## src/rtl/param_rom_stream_ctrl.sv

```systemverilog
// Streams a 2-cycle-latency parameter ROM onto a valid/ready stream, num_passes times per start.
// Address to data_out_valid is 3 cycles; issue is credit-limited so backpressure never loses a word.
module param_rom_stream_ctrl #(
  parameter int PRECISION   = 16,
  parameter int PARALLELISM = 1,
  parameter int OUT_DEPTH   = 32,
  parameter int PASS_WIDTH  = 8,
  parameter int FIFO_DEPTH  = 4,
  parameter int ADDR_WIDTH  = $clog2(OUT_DEPTH) + 1
) (
  input  logic                             clk,
  input  logic                             rst,
  input  logic                             start,
  input  logic [PASS_WIDTH-1:0]            num_passes,
  output logic                             busy,
  output logic                             done,
  output logic [ADDR_WIDTH-1:0]            rom_addr,
  output logic                             rom_ce,
  input  logic [PRECISION*PARALLELISM-1:0] rom_q,
  output logic [PRECISION-1:0]             data_out [PARALLELISM],
  output logic                             data_out_valid,
  input  logic                             data_out_ready
);
  localparam int PW = $clog2(FIFO_DEPTH);
  localparam int CW = PW + 1;
  localparam int WW = PRECISION * PARALLELISM;

  typedef enum logic [1:0] {IDLE, RUN, DRAIN, FIN} state_t;

  state_t                state_q, state_d;
  logic [ADDR_WIDTH-1:0] addr_q, addr_d;
  logic [ADDR_WIDTH-1:0] rom_addr_q, rom_addr_d;
  logic [PASS_WIDTH-1:0] pass_q, pass_d;
  logic [PASS_WIDTH-1:0] passes_q, passes_d;
  logic [1:0]            trk_q, trk_d;
  logic [WW-1:0]         mem_q [FIFO_DEPTH];
  logic [WW-1:0]         mem_d [FIFO_DEPTH];
  logic [PW-1:0]         wr_q, wr_d, rd_q, rd_d;
  logic [CW-1:0]         cnt_q, cnt_d;
  logic                  issue, push, pop;
  logic [CW:0]           occ;

  // Credits: words already buffered plus words still inside the ROM pipeline.
  assign occ = {1'b0, cnt_q} + (CW+1)'(trk_q[0]) + (CW+1)'(trk_q[1]);

  always_comb begin
    state_d  = state_q;
    addr_d   = addr_q;
    pass_d   = pass_q;
    passes_d = passes_q;
    issue    = 1'b0;
    push     = trk_q[1];
    pop      = data_out_valid && data_out_ready;
    case (state_q)
      IDLE: begin
        if (start) begin
          passes_d = num_passes;
          addr_d   = '0;
          pass_d   = '0;
          state_d  = (num_passes == '0) ? FIN : RUN;
        end
      end
      RUN: begin
        if (occ < (CW+1)'(FIFO_DEPTH)) begin
          issue = 1'b1;
          if (addr_q == ADDR_WIDTH'(OUT_DEPTH - 1)) begin
            addr_d = '0;
            pass_d = pass_q + PASS_WIDTH'(1);
            if (pass_q + PASS_WIDTH'(1) == passes_q) state_d = DRAIN;
          end else begin
            addr_d = addr_q + ADDR_WIDTH'(1);
          end
        end
      end
      DRAIN: begin
        // Leave as soon as the final buffered beat handshakes this cycle.
        if (trk_q == 2'b00 && (cnt_q == '0 || (cnt_q == CW'(1) && pop))) state_d = FIN;
      end
      FIN:     state_d = IDLE;
      default: state_d = IDLE;
    endcase

    rom_addr_d = issue ? addr_q : rom_addr_q;
    trk_d      = {trk_q[0], issue};

    mem_d = mem_q;
    wr_d  = wr_q;
    rd_d  = rd_q;
    if (push) begin
      mem_d[wr_q] = rom_q;
      wr_d        = wr_q + PW'(1);
    end
    if (pop) rd_d = rd_q + PW'(1);
    case ({push, pop})
      2'b10:   cnt_d = cnt_q + CW'(1);
      2'b01:   cnt_d = cnt_q - CW'(1);
      default: cnt_d = cnt_q;
    endcase
  end

  always_ff @(posedge clk) begin
    if (rst) begin
      state_q    <= IDLE;
      addr_q     <= '0;
      rom_addr_q <= '0;
      pass_q     <= '0;
      passes_q   <= '0;
      trk_q      <= '0;
      wr_q       <= '0;
      rd_q       <= '0;
      cnt_q      <= '0;
    end else begin
      state_q    <= state_d;
      addr_q     <= addr_d;
      rom_addr_q <= rom_addr_d;
      pass_q     <= pass_d;
      passes_q   <= passes_d;
      trk_q      <= trk_d;
      wr_q       <= wr_d;
      rd_q       <= rd_d;
      cnt_q      <= cnt_d;
    end
  end

  always_ff @(posedge clk) begin
    mem_q <= mem_d;
  end

  assign busy           = (state_q == RUN) || (state_q == DRAIN);
  assign done           = (state_q == FIN);
  assign rom_addr       = rom_addr_d;
  assign rom_ce         = 1'b1;
  assign data_out_valid = (cnt_q != '0);

  always_comb begin
    for (int j = 0; j < PARALLELISM; j++) begin
      data_out[j] = mem_q[rd_q][PRECISION*j +: PRECISION];
    end
  end
endmodule

```

## config.mk

```make
export PLATFORM = sky130hd
export DESIGN_NAME = param_rom_stream_ctrl
export DESIGN_NICKNAME = d
export VERILOG_FILES = /design/src/rtl/param_rom_stream_ctrl.sv
export SDC_FILE = /design/constraint.sdc
export NUM_CORES = 1
export LEC_CHECK = 0
export CAP_MARGIN = 20
export CORE_MARGIN = 2
export CORE_UTILIZATION = 50
export DETAILED_ROUTE_END_ITERATION = 12
export PLACE_DENSITY = 0.74
export SYNTH_ARGS = -nofsm -noshare
export SYNTH_HDL_FRONTEND = slang
export SYNTH_SLANG_ARGS = --single-unit
export TNS_END_PERCENT = 10
```

## constraint.sdc

```tcl
create_clock -name clk -period 1.9 [get_ports clk]
set_input_delay 0.38 -clock clk [delete_from_list [all_inputs] [get_ports clk]]
set_output_delay 0.38 -clock clk [all_outputs]
set_load 0.05 [all_outputs]
```

* Yosys cells after proc, flatten, opt, wreduce, memory -nomap -nowiden *
Index checks and enable logic that the tools add are counted.
Widths: inputs -> output; s select.

operators by class
  $lt $le $gt $ge = 4
  div/mod/pow operators = 0
  equal/unequal tests = 13
  $add $sub $neg = 8
  reduce and logical (&&, ||, !) cells = 17
  shifts and indexed selects = 0
  $mul = 0
  bitwise logic cells = 2
  mux-type cells = 25

operators with widths
  cell                 number
  $bwmux 64            1
  $mux 16              3
  $bmux 16 s2          1
  $demux 16 s2         1
  $mux 6               4
  $mux 8               3
  $pmux 8 s2           1
  $mux 2               6
  $pmux 6 s2           1
  $ne 2x2->1 const B   5
  $add 8x1->8 const B  1
  $eq 8x8->1           1
  $logic_not 8->1      1
  $pmux 2 s4           1
  $add 6x1->6 const B  1
  $eq 2x2->1 const B   3
  $eq 6x5->1 const B   1
  $ge 3x3->1 const B   2
  $not 2->3            2
  $pmux 3 s2           1
  $reduce_and 5->1     1
  $add 2x1->2 const B  2
  $add 3x1->4          1
  $add 4x1->4          1
  16 further kinds     24

word-level totals
  RAM bits = 0
  bits in latches = 0
  register bits after elaboration = 103
  word-level logic and storage cells = 82
  ROM bits = 0
  memories = 0
  input port bits = 28
  output and inout port bits = 26

* Depth between registers and ports, before layout *
  word-level depth = 7
  depth in mapped cells = 8
  gate-level depth less buffers = 8

* Worst setup path before layout *
OpenSTA, ideal clock, no wires.

  path type = register to output
  from = register cnt_q[0]
  to = output rom_addr[0]
  stages on the path, launching flop included = 6
  arrival = 1.829 ns
  path slack = -0.309 ns
  path buffers = 0
  data required time = 1.520 ns
  cell sequence = dfxtp_1 -> ha_1 -> a21oi_1 -> o21bai_1 -> nor2_1 -> mux2_2

between the ends
  word-level cells in the longest chain between the ends = 6

ends and longest elaborated chain
  element                 RTL line  RTL
  from (decl)             39        logic [CW-1:0] cnt_q, cnt_d;
  from (signal assigned)  121       cnt_q <= cnt_d;
  $add 3x1->4             44        assign occ = {1'b0, cnt_q} + (CW+1)'(trk_q[0]) + (CW+1)'(trk_q[1]);
  $add 4x1->4             44
  $lt 4x3->1              64        if (occ < (CW+1)'(FIFO_DEPTH)) begin
  $mux 1                  64
  $mux 1                  54        case (state_q)
  $mux 6                  83        rom_addr_d = issue ? addr_q : rom_addr_q;
  to (decl)               17        output logic [ADDR_WIDTH-1:0] rom_addr,

No other way between the ends.

* Worst setup path in the final report *
  from = register trk_q[1]
  to = output rom_addr[4]

between the ends
  word-level cells in the longest chain between the ends = 5

ends and longest elaborated chain
  element                 RTL line  RTL
  from (decl)             35        logic [1:0] trk_q, trk_d;
  from (signal assigned)  118       trk_q <= trk_d;
  $add 4x1->4             44
  $lt 4x3->1              64
  $mux 1                  64
  $mux 1                  54
  $mux 6                  83

No other way between the ends.

==> implementation parameters <==
Parameter                              Value

Yosys
  Mapped Avg Cell Area    13.7 µm²
  Mapped Nets    379
  Number of enable flip-flop cells after synthesis    64
  Distinct cells, synth    56
  Sequential share of the synthesized area    59.0%
  Yosys top cell by area    sky130_fd_sc_hd__edfxtp_1
  Post-synth top area share    42.0%
  Synth Register Bits    103
  Most instantiated flip-flop cell in the synthesis netlist    sky130_fd_sc_hd__edfxtp_1
  Dominant cells by area after synthesis    sky130_fd_sc_hd__edfxtp_1, sky130_fd_sc_hd__dfxtp_1, sky130_fd_sc_hd__mux4_2
  Number of standard cells after synthesis    335
  Yosys warning count    0
  Area of the mapped netlist    0.00458 mm²
  Async set-or-reset flop fraction in the synthesized netlist    0%

Job
  Max Cap Viol    0

Drt
  Antenna Nets Post-Route    0
  Total wire length    9.04 mm
  Highest layer used for signal routing    met4
  Wire length the detailed router placed on met1    3.98 mm
  Drt wl/cell    16.5 µm
  Router iterations before antenna repair    5
  Detailed Route Iter0 Violations    92
  DR WL met2    4.52 mm
  Total DRC errors in the routed layout    0
  Average via count per standard cell    5.48
  Met3 layer wire length in the routed design    449 µm
  Number of vias in the routed layout    3005

Power and ir drop
  Cell leakage power    0.00213 µW
  Power density over cell area    1230 mW/mm²
  Maximum resistive drop on vdd    1.25 mV

Clocking
  Clock tree from TritonCTS    done
  # hold bufs at CTS    0
  Level count of the clock H-tree    3
  Clock root buffer master    sky130_fd_sc_hd__clkbuf_8
  Sink count of the clock tree    103
  Worst skew pair latency    370 ps
  Clock transition time at the flip-flop clock pins of the worst setup and hold paths    110 ps
  Longest Clk Path Bufs    2
  Number of buffers inserted during clock tree synthesis    9

GRT
  Wire length of the first global-routing pass    14.5 mm
  Total global routing overflow    0
  Global router's overall resource usage    18.7%
  Largest net degree at the start of global routing    20
  Number of antenna violations at the first check in global routing    0
  Via count of the first global-routing pass    2946

Final layout
  Area used by sequential logic in the layout    0.00271 mm²
  Fin nets    479
  Post-route cell area    0.00596 mm²
  Commonest non-fill, non-tap cells in the layout    sky130_fd_sc_hd__edfxtp_1, sky130_fd_sc_hd__buf_4, sky130_fd_sc_hd__dfxtp_1
  Share of layout cells above drive strength 1    35.5%
  Layout Area Growth over Synthesis    30.0%
  Non-filler instance count after layout    548
  Most frequent standard cell in the layout excluding fill and tap cells    sky130_fd_sc_hd__edfxtp_1
  Utilization of the core after routing    67.6%
  Area of combinational cells with multiple inputs    0.00187 mm²
  Antenna cell count    0
  Filler Cell Count    603

STA
  Accumulated negative setup slack    -4100 ps
  Worst slew margin    45.6%
  Setup slack after layout    -384 ps
  Unrepaired setup endpoints after global routing    true
  Slew at the pin closest to its max-slew limit    816 ps
  Pins Over Slew Limit    0
  Maximum operating frequency    0.438 GHz
  Worst setup skew after layout    11.3 ps
  Final Critical Period    2280 ps
  Period utilization    120%
  Final Hold Viols    0
  # setup viols final    27

Critical path
  Worst endpoint required time    1520 ps
  Arrival time reported for the critical path endpoint    1900 ps
  Cell type of the slowest stage on the worst timing path    sky130_fd_sc_hd__dfxtp_2
  Setup Crit Path Kind    register to output pin
  Startpoint types    register
  Crit-path leading delay family    flip-flops
  Critical path's largest stage delay    350 ps
  Critical path capture point type    output pin
  Cells along the critical path    ha_4, a21oi_4, o21bai_4, nor2_4, buf_12, mux2_4, buf_8
  CP Buf/Inv Count    2
  Maximum fanout along the worst path    6

Placement
  Instance area at placement    0.00555 mm²
  Half-perimeter wire length of the detailed placement result    6.05 mm
  Worst setup slack after placement    -355 ps
  Placed Instances    529
  Quantity of I/O buffers inserted on ports    52
  Gpl congestion    0.863

Hold path
  Min-Delay Path Class    register to register

Floorplanning
  Die outline area    0.00994 mm²
  Die Width    99.7 µm
  Number of placement rows    34
  Effective utilization at floorplan    52.0%
  Chip Height    99.7 µm
  Placeable core region    0.00881 mm²
  Number of ports placed on the die boundary    54

Run status
  Status    finished with violations
  Violations in the final reports    setup timing
[logic make-up (layout without fill, tap and decap cells)]
family / after synthesis / in the layout / share of synthesized area (%)
compound gates: 50 / 50 / 7.84
xor+xnor: 19 / 19 / 3.63
fa+ha+maj: 16 / 16 / 4.37
buf+inv: 27 / 132 / 3.61
flops: 103 / 103 / 59.0
mux: 27 / 27 / 10.5
other cells: 1 / 1 / 0.0819
simple gates: 92 / 92 / 11.0
[flip-flops by register name, summed over array words and instances, names as in the netlist, 3 cells and up]
register / count
passes_q: 8
rom_addr_q: 6
mem_q: 64
pass_q: 8
addr_q: 6
cnt_q: 3
[power by group]
group	switching, µW	total (µW)	internal (µW)	leakage (µW)
logic	1800	3350	1550	0.00114
registers	106	2640	2530	0.000896
clock network	803	1310	509	0.0000969
total	2710	7300	4590	0.00213
[per-layer routing]
metal,up-vias,global-route usage (%)
met4,0,4.64
met5,-,0
li1,1449,-
met1,1466,23.7
met2,82,32.5
met3,8,4.43
[final timing paths]
kind	from	endpoint	slack (ps)	cells after the start
max reg2reg	cnt_q[0]$_SDFFE_PP0P_	pass_q[5]$_SDFFE_PP0P_	-80	10
min reg2reg	passes_q[3]$_SDFFE_PP0P_	passes_q[3]$_SDFFE_PP0P_	480	2
max	trk_q[1]$_SDFF_PP0_	rom_addr[4]	-380	7
min	passes_q[3]$_SDFFE_PP0P_	passes_q[3]$_SDFFE_PP0P_	480	2
[through the flow]
stage / hold slack, ps / power, µW
2_1_floorplan: 445 / 4630
3_3_place_gp: 463 / 5660
3_5_place_dp: 464 / 5710
4_1_cts: 479 / 7280
5_1_grt: 506 / 7660
6_report: 477 / 7300
[Yosys cell counts, types with 3 or more instances]
library cell	count
sky130_fd_sc_hd__nor3_1	5
sky130_fd_sc_hd__nor2b_1	9
sky130_fd_sc_hd__clkbuf_1	5
sky130_fd_sc_hd__o22ai_1	3
sky130_fd_sc_hd__xnor2_1	14
sky130_fd_sc_hd__dfxtp_1	39
sky130_fd_sc_hd__ha_1	16
sky130_fd_sc_hd__or4_1	3
sky130_fd_sc_hd__mux2i_1	3
sky130_fd_sc_hd__clkbuf_8	3
sky130_fd_sc_hd__mux4_2	16
sky130_fd_sc_hd__nand2_1	18
sky130_fd_sc_hd__nor2_1	21
sky130_fd_sc_hd__edfxtp_1	64
sky130_fd_sc_hd__o21ai_0	7
sky130_fd_sc_hd__nand3_1	13
sky130_fd_sc_hd__a21oi_1	16
sky130_fd_sc_hd__buf_2	3
sky130_fd_sc_hd__a22o_1	4
sky130_fd_sc_hd__a211oi_1	3
sky130_fd_sc_hd__buf_6	3
sky130_fd_sc_hd__mux2_2	8
sky130_fd_sc_hd__inv_1	11
sky130_fd_sc_hd__and2_1	6
sky130_fd_sc_hd__xor2_1	5
[cell type report]
class	count	area share [%]
flip-flops and latches	103	45.5
multi-input cells	205	31.4
clock buffers	9	2.08
well taps	108	2.27
inverters	11	0.693
repair buffers	105	16.9
clock inverters	7	1.11
[worst reg2reg max path: stages (launching register included)]
cell and delay [ps]:
sky130_fd_sc_hd__dfxtp_2 350, sky130_fd_sc_hd__ha_4 270, sky130_fd_sc_hd__a21oi_4 60, sky130_fd_sc_hd__buf_4 130, sky130_fd_sc_hd__buf_4 130, sky130_fd_sc_hd__o211ai_4 250, sky130_fd_sc_hd__buf_4 190, sky130_fd_sc_hd__nor4_2 40
sky130_fd_sc_hd__buf_4 160, sky130_fd_sc_hd__a2bb2oi_1 180, sky130_fd_sc_hd__mux2i_1 100
[what timing repair did]
item,CTS,global route
endpoints found under the setup margin,31,32
gates resized for setup,38,9
gates cloned,0,0
pin swaps,6,2
buffers inserted,1,2
Power figures use the tool's default switching activity.
